===== src/rtl/decoder_4to16_if.sv =====
// Select/decode bundle for decoder_4to16: binary index and enable in, one-hot word and valid out.
interface decoder_4to16_if;
  logic [3:0]  in;
  logic        en;
  logic [15:0] out;
  logic        out_valid;

  modport master (
    output in,
    output en,
    input  out,
    input  out_valid
  );

  modport slave (
    input  in,
    input  en,
    output out,
    output out_valid
  );
endinterface


===== src/rtl/decoder_4to16.sv =====
// Registered 4-to-16 one-hot decoder with active-high enable; outputs are always registered.
// Defining DECODER_INPUT_REG_EN adds an input capture stage (latency 2 instead of 1).
module decoder_4to16 (
  input logic            clk,
  input logic            rst_n,
  decoder_4to16_if.slave bus
);

  logic [3:0]  in_q;
  logic        en_q;
  logic [15:0] dec;

`ifdef DECODER_INPUT_REG_EN
  always_ff @(posedge clk) begin
    if (!rst_n) begin
      in_q <= '0;
      en_q <= 1'b0;
    end else begin
      in_q <= bus.in;
      en_q <= bus.en;
    end
  end
`else
  always_comb begin
    in_q = bus.in;
    en_q = bus.en;
  end
`endif

  // The index is only looked at when enabled, so an unknown index with en=0 cannot reach out.
  always_comb begin
    dec = '0;
    if (en_q) begin
      dec[in_q] = 1'b1;
    end
  end

  always_ff @(posedge clk) begin
    if (!rst_n) begin
      bus.out       <= '0;
      bus.out_valid <= 1'b0;
    end else begin
      bus.out       <= dec;
      bus.out_valid <= en_q;
    end
  end

endmodule


===== src/flat_wrapper.sv =====
// flat-port wrapper written by rule: the top's interface ports become plain ports
module decoder_4to16_flat 
  (clk, rst_n, bus_in, bus_en, bus_out, bus_out_valid);
  decoder_4to16_if bus_i ();
  input logic clk;
  input logic rst_n;
  input wire logic [$bits(bus_i.in)-1:0] bus_in;
  input wire logic [$bits(bus_i.en)-1:0] bus_en;
  output wire logic [$bits(bus_i.out)-1:0] bus_out;
  output wire logic [$bits(bus_i.out_valid)-1:0] bus_out_valid;
  assign bus_i.in = bus_in;
  assign bus_i.en = bus_en;
  assign bus_out = bus_i.out;
  assign bus_out_valid = bus_i.out_valid;
  decoder_4to16 u_core (.clk(clk), .rst_n(rst_n), .bus(bus_i));
endmodule

===== config.mk =====
export PLATFORM = sky130hd
export DESIGN_NAME = decoder_4to16_flat
export DESIGN_NICKNAME = d
export VERILOG_FILES = /design/src/rtl/decoder_4to16_if.sv /design/src/rtl/decoder_4to16.sv /design/src/flat_wrapper.sv
export SDC_FILE = /design/constraint.sdc
export NUM_CORES = 1
export LEC_CHECK = 0
export CAP_MARGIN = 20
export CORE_AREA = 5 5 42 44
export CTS_CLUSTER_SIZE = 20
export DETAILED_ROUTE_END_ITERATION = 7
export DIE_AREA = 0 0 47 49
export DONT_BUFFER_PORTS = 1
export PLACE_DENSITY_LB_ADDON = 0.15
export SKIP_CTS_REPAIR_TIMING = 1
export SYNTH_ARGS = -nofsm -noshare
export SYNTH_HDL_FRONTEND = slang
export SYNTH_SLANG_ARGS = --single-unit
export TNS_END_PERCENT = 10

===== constraint.sdc =====
create_clock -name clk -period 0.8 [get_ports clk]
set_input_delay 0.08 -clock clk [delete_from_list [all_inputs] [get_ports clk]]
set_output_delay 0.08 -clock clk [all_outputs]
set_load 0.005 [all_outputs]

# [Yosys cells after proc, flatten, opt, wreduce, memory -nomap -nowiden]
# Cells that the tools add are included.
[word_totals] elab_cells=8 ff_bits=17 output_inout_bits=17
[op_classes] muxes=2 order_cmp=2 n_reduce_logical=2
[op_table] operator="$lt 4x5->1 const B" count=1
[op_table] operator="$demux 1 s4" count=1
[op_table] operator="$ge 4x1->1 const B" count=1
[op_table] operator="$reduce_and 2->1" count=1
[op_table] operator="$logic_and 1x1->1" count=1
[op_table] operator="$mux 1" count=1

# [Logic depth before layout (Yosys ltp)]
[logic_depth] ltp_word=4 ltp_mapped=2 depth_no_buf=2

# [Least setup slack after synthesis]
# OpenSTA, ideal clock, no wires.
[synth_timing] path_type="input port to flip-flop" from="input port bus_in[3]" to="register u_core.bus.out[0]" arrival_ns=0.433 path_stages=2 slack_ns=0.288 path_cell_list="nand4bb_1 nor3_1"
[synth_between] elab_chain_len=4 elab_cells_between_ends=5
[synth_rtl] element="start: declaration" line="flat_wrapper.sv:7" text="input wire logic [$bits(bus_i.in)-1:0] bus_in;"
[synth_rtl] element="$lt 4x5->1 (implied by the code) / $ge 4x1->1 (equally long branches)" line="decoder_4to16.sv:34" text="dec[in_q] = 1'b1;"
[synth_rtl] element="$logic_and 1x1->1 (implied by the code)" line="decoder_4to16.sv:34"
[synth_rtl] element="$mux 1 (implied by the code)" line="decoder_4to16.sv:34"
[synth_rtl] element="$demux 1 s4 *"
[synth_rtl] element="end signal: assignment" line="decoder_4to16.sv:40" text="bus.out <= '0;"
[synth_rtl] element="end signal: assignment" line="decoder_4to16.sv:43" text="bus.out <= dec;"
[synth_rtl] element="end: declaration" line="decoder_4to16_if.sv:18" text="output out,"
# Every way passes the cells marked *; elsewhere a longest branch is shown, timed or not.
# A chain may end at the register's enable or synchronous reset.

# [Worst setup path in the final report]
[layout_timing] from="register u_core.bus.out[0]" to="output port bus_out[0]"
[layout_lines] element="end: declaration" line="flat_wrapper.sv:9" text="output wire logic [$bits(bus_i.out)-1:0] bus_out;"
# No word-level cell between the ends.

==> results summary <==
STA classifies the critical path startpoint as a flip-flop. The path class of the tightest hold or removal check is in -> reg. The global-route wire length before repair came out at 1.49 mm. The post-placement cell count came out at 57. Counting I/O delays and the setup requirement, the final critical path takes 0.718 ns. When the netlist entered floorplanning its net count stood at 48.

The total of endpoints with negative setup slack in the final report came out at 0. The mux contribution to synthesized area is 0%. The sum of negative setup slack came out at 0 ns. The total overflow reported by the global router came out at 0.

The horizontal extent of the die is around 47 um. The synthesized netlist devotes 0% of its cell area to compound gates. The worst setup path is of the reg -> out kind. The sequential cell area in the final layout came out at between 300 and 400 sq um.

The adder and majority gate portion of the synthesized area came out at 0%. The initial core utilization is 33.0%. The placed instance area is 483 sq um. The number of warnings issued by yosys is 0. The number of flip-flops and latches in the synthesized netlist is 17. After clock tree synthesis, the clock-pin slew on the worst setup and hold paths is ~0.10 ns.

The total DRC errors in the routed layout came out at 0. Measured along the y axis, the die boundary spans 49 um. The number of failing hold endpoints at the final stage came to 0. The fraction of post-synthesis cell area in the top cell type by area came out at 73.5%. Setup repair after global routing left no endpoint under its margin. The count of nets left with antenna violations after detail routing came out at 0. The maximum resistive drop on vdd is just over 0.8 mV. The core box area came out at approximately 1400 sq um. 24 I/O pins were placed. The post-detailed-route via-to-cell ratio came out at 4.92. The per-cell routed wire length is ~14 um. The arrival time of data at the critical path endpoint came out at roughly 0.64 ns.

The number of instances in the synthesized netlist is a little over 40. The required time of the worst setup path came out at roughly 0.72 ns. For this design, the sink count on the clock tree is 17. The post-synthesis average cell area came out at 11.3 sq um. The filler-free cell count of the finished design is 65. TritonCTS built the clock tree. Compared with the post-synthesis result, the final layout area differs by 18.9%. In this run the number of cells on the critical path is 0. The DRC violation total after the first TritonRoute iteration is 7. The initial antenna violation count came out at 0. The cell depth of the worst min-delay path is 2. The via count came out at 320. The synthesized netlist occupies a cell area of 463 sq um. The register area share after synthesis is 73.5%. The die footprint is around 2300 sq um. After synthesis, the cell types taking the most area are sky130_fd_sc_hd__dfxtp_1 74%, sky130_fd_sc_hd__nor2_1 9.7%, sky130_fd_sc_hd__nor3_1 4.3%, sky130_fd_sc_hd__nand4b_1 3.8%, sky130_fd_sc_hd__nand2b_1 2.7%.

The repair_antennas step left the layout with diodes totalling 0. The final number of max-transition violations is 0. The number of nets in the layout is between 50 and 60. The number of fill cells in the layout is 156. The number of max-cap violations is 0. The count of TritonRoute iterations in the first routing pass came out at 4. Summing the areas of all xor and xnor instances in the mapped netlist gives 0% of the synthesized area. The number of buffers inserted by port buffering came out at 0. The run finished with clean final reports. The buffer depth of the longest clock path came out at 2. The count of unique library cells instantiated by Yosys came out at 9.

The total chip power came out at 0.00135 W. Global routing consumed, over all layers together, 9.58% of the routing resources. The leakage power of the design came out at 0.204 nW.

The number of H-tree levels came out at 1. Summed over all layers, the routed wires come to 934 um. The number of global-route vias before repair is 296. The worst path uses between 80% and 90% of the clock period.

Row generation in the floorplan step produced 14 rows. The endpoint class of the critical path is an output pin. Entering global routing, the biggest net connects 11 pins.

The library cell occupying the most area in the post-synthesis netlist is sky130_fd_sc_hd__dfxtp_1. The critical-path maximum fanout is 1. The share of synthesized cell area in and, or, nand and nor gates came out at between 20% and 30%.

The achievable clock frequency is 1390 MHz. The worst-margin pin slew is 0.202 ns. CTS placed an instance of sky130_fd_sc_hd__clkbuf_4 at the clock tree root.

The summed area of non-filler cells in the final layout is 551 sq um. The number of buffers added by the clock tree synthesis step came out at 3. The power per standard cell area came out at 2450 nW/um^2. The worst max-slew margin expressed relative to the limit came out at 86.4%. Routability-driven placement finished with a final weighted congestion of 0.657.

In the final layout, the share of cells above drive strength 1 is roughly 8.2%. The final-layout worst hold slack came out at 0.00563 ns. By area, the combinational part of the netlist is dominated by simple AND/OR/NAND/NOR gates.

The area of combinational cells with multiple inputs is 123 sq um. The HPWL after detailed placement came out at between 700 and 800 um.
-- final cells by class --
class / instances / area share [%]
Sequential cell: 17 / 61.8
Multi-Input combinational cell: 24 / 22.3
Timing Repair Buffer: 4 / 7.27
Clock buffer: 3 / 4.09
Tap cell: 16 / 3.64
Clock inverter: 1 / 0.909
-- layout by cell type (no fill, tap or decap) --
| cell | instances |
|---|---|
| sky130_fd_sc_hd__dfxtp_1 | 17 |
| sky130_fd_sc_hd__nor2_1 | 12 |
| sky130_fd_sc_hd__nor3_1 | 4 |
| sky130_fd_sc_hd__dlygate4sd3_1 | 4 |
| sky130_fd_sc_hd__clkbuf_4 | 3 |
| sky130_fd_sc_hd__nand4b_1 | 2 |
| sky130_fd_sc_hd__nand2b_1 | 2 |
| sky130_fd_sc_hd__nand2_1 | 1 |
| sky130_fd_sc_hd__nand4bb_1 | 1 |
| sky130_fd_sc_hd__nand4_1 | 1 |
| sky130_fd_sc_hd__and2_1 | 1 |
| sky130_fd_sc_hd__clkinv_2 | 1 |
-- sequential cells by signal, indices dropped and copies added (netlist names) --
| register | flops |
|---|---|
| u_core.bus.out | 16 |
| u_core.bus.out_valid | 1 |
-- cells in the mapped netlist --
| master | instances |
|---|---|
| sky130_fd_sc_hd__dfxtp_1 | 17 |
| sky130_fd_sc_hd__nand4b_1 | 2 |
| sky130_fd_sc_hd__nor2_1 | 12 |
| sky130_fd_sc_hd__nor3_1 | 4 |
| sky130_fd_sc_hd__nand4bb_1 | 1 |
| sky130_fd_sc_hd__nand4_1 | 1 |
| sky130_fd_sc_hd__nand2_1 | 1 |
| sky130_fd_sc_hd__and2_1 | 1 |
| sky130_fd_sc_hd__nand2b_1 | 2 |
-- per-stage QoR --
step	utilization (%)	setup slack, ns
3_5_place_dp	34.5	0.198
5_1_grt	39.3	0.0345
3_3_place_gp	34.5	0.227
2_1_floorplan	-	0.288
6_report	39.3	0.0817
4_1_cts	36.4	0.0718
-- path summary, 6_finish.rpt --
path,startpoint,end,slack [ns]
min,bus_in[1],u_core.bus.out[7],0.006
max,u_core.bus.out[0],bus_out[0],0.08
-- power breakdown --
part           switching, W  internal [W]  total (W)
sequential       0.00000544      0.000856   0.000862
combinational     0.0000238     0.0000251  0.0000489
clock              0.000255      0.000185   0.000441
total              0.000284       0.00107    0.00135
-- per-layer routing --
layer	GRT usage [%]	vias to the layer above	wire length (um)
li1	-	151	-
met1	11.3	144	358
met3	7.38	4	143
met5	0	-	0
met4	4.15	0	21
met2	12.7	21	411
-- cell families (layout without fill, tap and decap cells) --
| family | count (synthesis) | count (layout) |
|---|---|---|
| and+or+nand+nor | 24 | 24 |
| DFF | 17 | 17 |
| buffers and inverters | 0 | 8 |
Note: power is estimated with default switching activity, not from simulation.
